<file path="config.mk">
export PLATFORM = sky130hd
export DESIGN_NAME = bp_lce_req_arbiter_flat
export DESIGN_NICKNAME = d
export VERILOG_FILES = /design/src/rtl/bp_lce_req_arbiter_if.sv /design/src/rtl/bp_lce_req_arbiter.sv /design/src/flat_wrapper.sv
export SDC_FILE = /design/constraint.sdc
export NUM_CORES = 1
export LEC_CHECK = 0
export ABC_CLOCK_PERIOD_IN_PS = 3700
export BUFFER_PORTS_ARGS = -buffer_cell sky130_fd_sc_hd__buf_2
export CAP_MARGIN = 20
export CORE_UTILIZATION = 25
export DETAILED_ROUTE_END_ITERATION = 10
export PLACE_DENSITY_LB_ADDON = 0.2
export SYNTH_ARGS = -nofsm -noshare
export SYNTH_HDL_FRONTEND = slang
export SYNTH_SLANG_ARGS = --single-unit
</file>
<file path="constraint.sdc">
create_clock -name clk_i -period 3.7 [get_ports clk_i]
set_input_delay 0 -clock clk_i [delete_from_list [all_inputs] [get_ports clk_i]]
set_output_delay 0 -clock clk_i [all_outputs]
set_load 0.05 [all_outputs]
</file>
<file path="src/rtl/bp_lce_req_arbiter_if.sv">
// Bundles the two LCE request inputs, the arbitrated output link and the
// credit return path that connect to bp_lce_req_arbiter.
interface bp_lce_req_arbiter_if #(
    parameter int req_width_p = 128
);
    logic [1:0][req_width_p-1:0] lce_req_i;
    logic [1:0]                  lce_req_v_i;
    logic [1:0]                  lce_req_ready_o;
    logic [req_width_p-1:0]      lce_req_o;
    logic                        lce_req_v_o;
    logic                        lce_req_ready_i;
    logic                        grant_id_o;
    logic                        credit_return_i;
    logic                        credits_full_o;
    logic                        credits_empty_o;
    logic                        credit_underflow_o;

    // Handshakes on both sides are valid/ready: a transfer happens on a clock
    // edge where valid and ready are both high; a sender that raised valid
    // keeps valid and its payload stable until that edge.
    modport slave (
        input  lce_req_i, lce_req_v_i, lce_req_ready_i, credit_return_i,
        output lce_req_ready_o, lce_req_o, lce_req_v_o, grant_id_o,
               credits_full_o, credits_empty_o, credit_underflow_o
    );

    modport master (
        output lce_req_i, lce_req_v_i, lce_req_ready_i, credit_return_i,
        input  lce_req_ready_o, lce_req_o, lce_req_v_o, grant_id_o,
               credits_full_o, credits_empty_o, credit_underflow_o
    );
endinterface

</file>
<file path="src/rtl/bp_lce_req_arbiter.sv">
// Round-robin arbiter sharing one credit-limited LCE request link between the
// icache (port 0) and dcache (port 1). Define BP_LCE_REQ_ARB_PERF_EN for perf counters.
module bp_lce_req_arbiter #(
    parameter int req_width_p   = 128,
    parameter int max_credits_p = 8
) (
    input  logic                   clk_i,
    input  logic                   reset_n_i,
    bp_lce_req_arbiter_if.slave    bus_if,
    output logic                   dbg_lock_state_o
`ifdef BP_LCE_REQ_ARB_PERF_EN
    ,
    output logic [1:0][31:0]       perf_grant_o,
    output logic [31:0]            perf_stall_o
`endif
);

    localparam int credit_width_lp = ((max_credits_p + 1) <= 1) ? 1 : $clog2(max_credits_p + 1);
    localparam logic [credit_width_lp-1:0] max_count_lp = credit_width_lp'(max_credits_p);

    typedef enum logic {
        LOCK_OPEN = 1'b0,
        LOCK_HELD = 1'b1
    } lock_state_e;

    lock_state_e                 state_q, state_d;
    logic [1:0]                  buf_v_q, buf_v_d;
    logic [1:0][req_width_p-1:0] buf_q, buf_d;
    logic                        last_grant_q, last_grant_d;
    logic                        locked_id_q, locked_id_d;
    logic [credit_width_lp-1:0]  count_q, count_d;
    logic                        underflow_q, underflow_d;

    logic       sel;
    logic       credits_full;
    logic       req_v;
    logic       handshake;
    logic [1:0] ready;

    assign credits_full = (count_q == max_count_lp);
    assign ready        = {2{reset_n_i}} & ~buf_v_q;

    // Selection depends on registers only, so grant_id_o never depends on lce_req_ready_i.
    always_comb begin
        sel = last_grant_q;
        if (state_q == LOCK_HELD) begin
            sel = locked_id_q;
        end else begin
            case (buf_v_q)
                2'b01:   sel = 1'b0;
                2'b10:   sel = 1'b1;
                2'b11:   sel = ~last_grant_q;
                default: sel = last_grant_q;
            endcase
        end
    end

    assign req_v     = reset_n_i & buf_v_q[sel] & ~credits_full;
    assign handshake = req_v & bus_if.lce_req_ready_i;

    always_comb begin
        state_d      = state_q;
        buf_v_d      = buf_v_q;
        buf_d        = buf_q;
        last_grant_d = last_grant_q;
        locked_id_d  = locked_id_q;
        count_d      = count_q;
        underflow_d  = underflow_q;

        if (req_v && !bus_if.lce_req_ready_i) begin
            state_d     = LOCK_HELD;
            locked_id_d = sel;
        end
        if (handshake) begin
            state_d       = LOCK_OPEN;
            last_grant_d  = sel;
            buf_v_d[sel]  = 1'b0;
        end

        // A port is only ready while its buffer is empty, so capture never
        // collides with the drain of the same buffer.
        for (int i = 0; i < 2; i++) begin
            if (bus_if.lce_req_v_i[i] && ready[i]) begin
                buf_v_d[i] = 1'b1;
                buf_d[i]   = bus_if.lce_req_i[i];
            end
        end

        case ({handshake, bus_if.credit_return_i})
            2'b10: count_d = count_q + 1'b1;
            2'b01: begin
                if (count_q == '0) begin
                    underflow_d = 1'b1;
                end else begin
                    count_d = count_q - 1'b1;
                end
            end
            default: count_d = count_q;
        endcase
    end

    always_ff @(posedge clk_i) begin
        if (!reset_n_i) begin
            state_q      <= LOCK_OPEN;
            buf_v_q      <= 2'b00;
            last_grant_q <= 1'b1;
            locked_id_q  <= 1'b0;
            count_q      <= '0;
            underflow_q  <= 1'b0;
        end else begin
            state_q      <= state_d;
            buf_v_q      <= buf_v_d;
            last_grant_q <= last_grant_d;
            locked_id_q  <= locked_id_d;
            count_q      <= count_d;
            underflow_q  <= underflow_d;
        end
    end

    // Payload needs no reset: it is only observed behind buf_v_q.
    always_ff @(posedge clk_i) begin
        buf_q <= buf_d;
    end

    assign bus_if.lce_req_ready_o    = ready;
    assign bus_if.lce_req_o          = buf_q[sel];
    assign bus_if.lce_req_v_o        = req_v;
    assign bus_if.grant_id_o         = sel;
    assign bus_if.credits_full_o     = credits_full;
    assign bus_if.credits_empty_o    = (count_q == '0);
    assign bus_if.credit_underflow_o = underflow_q;
    assign dbg_lock_state_o          = state_q;

`ifdef BP_LCE_REQ_ARB_PERF_EN
    logic [1:0][31:0] perf_grant_q, perf_grant_d;
    logic [31:0]      perf_stall_q, perf_stall_d;

    always_comb begin
        perf_grant_d = perf_grant_q;
        perf_stall_d = perf_stall_q;
        for (int i = 0; i < 2; i++) begin
            if (handshake && (sel == 1'(i)) && (perf_grant_q[i] != 32'hFFFF_FFFF)) begin
                perf_grant_d[i] = perf_grant_q[i] + 32'd1;
            end
        end
        // With any buffer valid and no lock pending, only a full credit pool blocks valid.
        if ((|buf_v_q) && credits_full && (perf_stall_q != 32'hFFFF_FFFF)) begin
            perf_stall_d = perf_stall_q + 32'd1;
        end
    end

    always_ff @(posedge clk_i) begin
        if (!reset_n_i) begin
            perf_grant_q <= '0;
            perf_stall_q <= '0;
        end else begin
            perf_grant_q <= perf_grant_d;
            perf_stall_q <= perf_stall_d;
        end
    end

    assign perf_grant_o = perf_grant_q;
    assign perf_stall_o = perf_stall_q;
`endif

endmodule
</file>
<file path="src/flat_wrapper.sv">
// flat-port wrapper written by rule: the top's interface ports become plain ports
module bp_lce_req_arbiter_flat 
#(
    parameter int req_width_p   = 128,
    parameter int max_credits_p = 8
)
  (clk_i, reset_n_i, dbg_lock_state_o, bus_if_lce_req_i, bus_if_lce_req_v_i, bus_if_lce_req_ready_i, bus_if_credit_return_i, bus_if_lce_req_ready_o, bus_if_lce_req_o, bus_if_lce_req_v_o, bus_if_grant_id_o, bus_if_credits_full_o, bus_if_credits_empty_o, bus_if_credit_underflow_o);
  bp_lce_req_arbiter_if #(.req_width_p(req_width_p)) bus_if_i ();
  input  logic clk_i;
  input  logic reset_n_i;
  output logic dbg_lock_state_o;
  input wire logic [$bits(bus_if_i.lce_req_i)-1:0] bus_if_lce_req_i;
  input wire logic [$bits(bus_if_i.lce_req_v_i)-1:0] bus_if_lce_req_v_i;
  input wire logic [$bits(bus_if_i.lce_req_ready_i)-1:0] bus_if_lce_req_ready_i;
  input wire logic [$bits(bus_if_i.credit_return_i)-1:0] bus_if_credit_return_i;
  output wire logic [$bits(bus_if_i.lce_req_ready_o)-1:0] bus_if_lce_req_ready_o;
  output wire logic [$bits(bus_if_i.lce_req_o)-1:0] bus_if_lce_req_o;
  output wire logic [$bits(bus_if_i.lce_req_v_o)-1:0] bus_if_lce_req_v_o;
  output wire logic [$bits(bus_if_i.grant_id_o)-1:0] bus_if_grant_id_o;
  output wire logic [$bits(bus_if_i.credits_full_o)-1:0] bus_if_credits_full_o;
  output wire logic [$bits(bus_if_i.credits_empty_o)-1:0] bus_if_credits_empty_o;
  output wire logic [$bits(bus_if_i.credit_underflow_o)-1:0] bus_if_credit_underflow_o;
  assign bus_if_i.lce_req_i = bus_if_lce_req_i;
  assign bus_if_i.lce_req_v_i = bus_if_lce_req_v_i;
  assign bus_if_i.lce_req_ready_i = bus_if_lce_req_ready_i;
  assign bus_if_i.credit_return_i = bus_if_credit_return_i;
  assign bus_if_lce_req_ready_o = bus_if_i.lce_req_ready_o;
  assign bus_if_lce_req_o = bus_if_i.lce_req_o;
  assign bus_if_lce_req_v_o = bus_if_i.lce_req_v_o;
  assign bus_if_grant_id_o = bus_if_i.grant_id_o;
  assign bus_if_credits_full_o = bus_if_i.credits_full_o;
  assign bus_if_credits_empty_o = bus_if_i.credits_empty_o;
  assign bus_if_credit_underflow_o = bus_if_i.credit_underflow_o;
  bp_lce_req_arbiter #(.req_width_p(req_width_p), .max_credits_p(max_credits_p)) u_core (.clk_i(clk_i), .reset_n_i(reset_n_i), .bus_if(bus_if_i), .dbg_lock_state_o(dbg_lock_state_o));
endmodule
</file>
==> impl_metrics.tcl <==
set metrics [dict create \
    status "completed" \
    routed_wl_um 26100 \
    num_vias 6837 \
    wl_per_cell_um 15.3 \
    required_ns 3.70 \
    cp_slowest_stage_delay_ns 0.48 \
    grt_pass1_vias 7596 \
    slowest_stage "buf_4" \
    nets 1426 \
    gp_congestion 0.705 \
    drc 0 \
    die_x_um 202 \
    numCtsBuffers 29 \
    crit_chain "nor2b_1 > o31ai_4 > inv_6 > buf_4 > mux2_1 > buf_2" \
    yosys_register_bits 266 \
    synth_flop_cell "edfxtp_1" \
    grt_max_degree 73 \
    htreeDepth 1 \
    ant_nets 0 \
    drive_above_1_share_pct 40.3 \
    p_leak_nw 6.29 \
    cp_max_fo 50 \
    worstMarginPinSlew_ns 0.569 \
    worst_path_dominant_cell_family "buffers and inverters" \
    die_y_um 202 \
    crit_buf_inv 3 \
    skew_ns 0.0328 \
    overflow 0 \
    antenna_found_initial 0 \
    syn_nets 750 \
    grt_usage_pct 12.5 \
    rr_startpoint "u_core.locked_id_q" \
    synthArstFlopShare_pct 0 \
    port_buffers 397 \
    setup_viol 0 \
    maxCapViolCount 0 \
    timing.slew.headroom_pct 62.1 \
    period_minus_slack_ns 2.87 \
    report.final.slew_viol_count 0 \
    synth_area_mm2 0.0100 \
    synth.most_common_cell "edfxtp_1" \
    cts_setup_buffers 0 \
    grt_setup_unrepaired "false" \
    hold_class "in2reg" \
    dpl.hpwl_um 16500 \
    setup-tns-final_ns 0 \
    setup.worst_path.class "reg2out" \
    peakVddDrop_v 0.000391 \
    grt_pass1_wl_um 40100 \
    insertion_delay_ns 0.57 \
    hold_slack_ns 0.138 \
    finalHoldViolations 0 \
    endpoint "bus_if_lce_req_o[38]" \
    synth_top_area_share_pct 76.6 \
    ys_seq_area_share_pct 78.6 \
    finish.instance_area_mm2 0.0161 \
    worstReg2RegEnd "u_core.count_q[1]" \
    avgSynthCellArea_um2 20.6 \
    die_area_mm2 0.0410 \
    synth_area_leader_cell "edfxtp_1" \
    synth_area_leaders "edfxtp_1, mux2_1, mux2_2" \
    io-pin-count 398 \
    first_pass_iters 4 \
    start_util_pct 25.3 \
    multi_input_area_mm2 0.00196 \
    cts_sinks 266 \
    synth-edff-count 256 \
    end_kind "output port" \
    ys_top_cells_by_count "edfxtp_1, mux2_1, mux2_2" \
    start_kind "register" \
    period_share_pct 77.6 \
    fmax_mhz 348 \
    ys_types 38 \
    p_per_area_mw_per_mm2 498 \
    cts_root_buf "clkbuf_16" \
    dpl_cell_area_mm2 0.0126 \
    coreArea_mm2 0.0396 \
    clk_pin_slew_ns 0.06 \
    seq_area_mm2 0.00789 \
    r2r_cells 9 \
    crit_arrival_ns 2.87 \
    cts_tree "done" \
    area_growth_pct 60.0 \
    drt_iter0_drc 214 \
    r2r_slack_ns 0.90 \
    vias_per_cell 4.00 \
    ys.warnings.count 0 \
    crit_path_start "u_core.buf_v_q[1]" \
    diodes 0 \
    synthCells 487 \
    cts_buffer_depth 3 \
    path_depth 6 \
    fp-row-count 73 \
    fillCellCount 3727 \
]
[logic make-up after synthesis]
logic type / Yosys count / synth area share [%]
flops: 266 / 78.6
compound gates: 22 / 1.78
mux: 136 / 15.2
buf+inv: 23 / 1.92
fa+ha+maj: 1 / 0.125
simple gates: 37 / 2.24
xor+xnor: 2 / 0.175
[metrics by stage]
step | worst slack (ns) | util [%] | power [mW] | instances
floorplan | 0.454 | - | 4.85 | 487
global placement | 0.925 | 31.7 | 5.27 | 1393
detailed placement | 0.923 | 31.7 | 5.27 | 1393
CTS | 0.725 | 40.5 | 8.14 | 1710
global route | 0.611 | 40.5 | 8.33 | 1710
finish | 0.828 | 40.5 | 7.99 | 1710
[final cells by class]
type                       instances  share of cell area [%]
inverter                           1                  0.0545
timing repair buffer             667                    29.3
clock buffer                      36                    4.68
clock inverter                    17                   0.483
sequential                       266                    49.1
multi-input combinational        198                    12.2
tap                              525                    4.09
[flip-flops by register name, indices dropped and copies added, names as in the netlist]
| name | flops |
|---|---|
| u_core.last_grant_q | 1 |
| u_core.buf_q | 256 |
| u_core.count_q | 4 |
| u_core.buf_v_q | 2 |
| u_core.bus_if.credit_underflow_o | 1 |
| u_core.dbg_lock_state_o | 1 |
| u_core.locked_id_q | 1 |
[cells in the final DEF, fill, tap and decap left out, types with 2 or more instances in the layout]
master,count
dfxtp_1,10
nor3_1,6
clkinv_2,7
o21ai_0,6
clkbuf_16,29
nand2_1,4
nor2_1,5
clkbuf_1,7
nor2b_1,6
o221a_2,2
dlygate4sd3_1,264
clkinv_1,9
edfxtp_1,256
buf_4,3
a211oi_1,2
buf_12,3
mux2_2,29
mux2_1,100
buf_2,397
mux2i_1,7
inv_6,2
and2_4,2
and2_1,2
nand2b_1,5
o211ai_1,2
o41ai_1,2
[where the power goes]
group          switching (mW)  internal [mW]
registers              0.0649           3.46
clock network            1.15           1.43
logic                    1.22          0.664
total                    2.44           5.56
[how the worst min path moves through the flow]
stage,to,cells past startpoint,startpoint,slack (ns)
after floorplan,u_core.buf_q[0],0,bus_if_lce_req_i[0],0.1
after global placement,u_core.buf_q[46],1,bus_if_lce_req_i[46],0.18
after detailed placement,u_core.buf_q[73],1,bus_if_lce_req_i[73],0.18
after CTS,u_core.buf_q[177],2,bus_if_lce_req_i[177],0.09
after global routing,u_core.buf_q[182],2,bus_if_lce_req_i[182],0.11
final,u_core.buf_q[182],2,bus_if_lce_req_i[182],0.14
[timing repair]
action,4_1_cts,5_1_grt
hold endpoints to repair,267,0
hold buffers,264,0
resized for setup,0,0
[per-layer routing]
layer | vias up | routed length (um) | global-route usage (%)
li1 | 3283 | - | -
met1 | 3261 | 10300 | 14.0
met2 | 249 | 13100 | 22.3
met3 | 44 | 1870 | 3.72
met4 | 0 | 785 | 4.38
met5 | - | 0 | 0
[worst reg2reg max path, delay by kind of cell, from the launching register on]
kind | cells | cell delay [ns]
flip-flops | 1 | 0.37
XOR/XNOR | 1 | 0.16
adder cells (fa/ha/maj) | 1 | 0.32
multiplexers | 1 | 0.33
AND/OR/NAND/NOR | 1 | 0.17
AO/OA/AOI/OAI | 5 | 1.36
No activity file was read; power rests on OpenSTA's default activity.
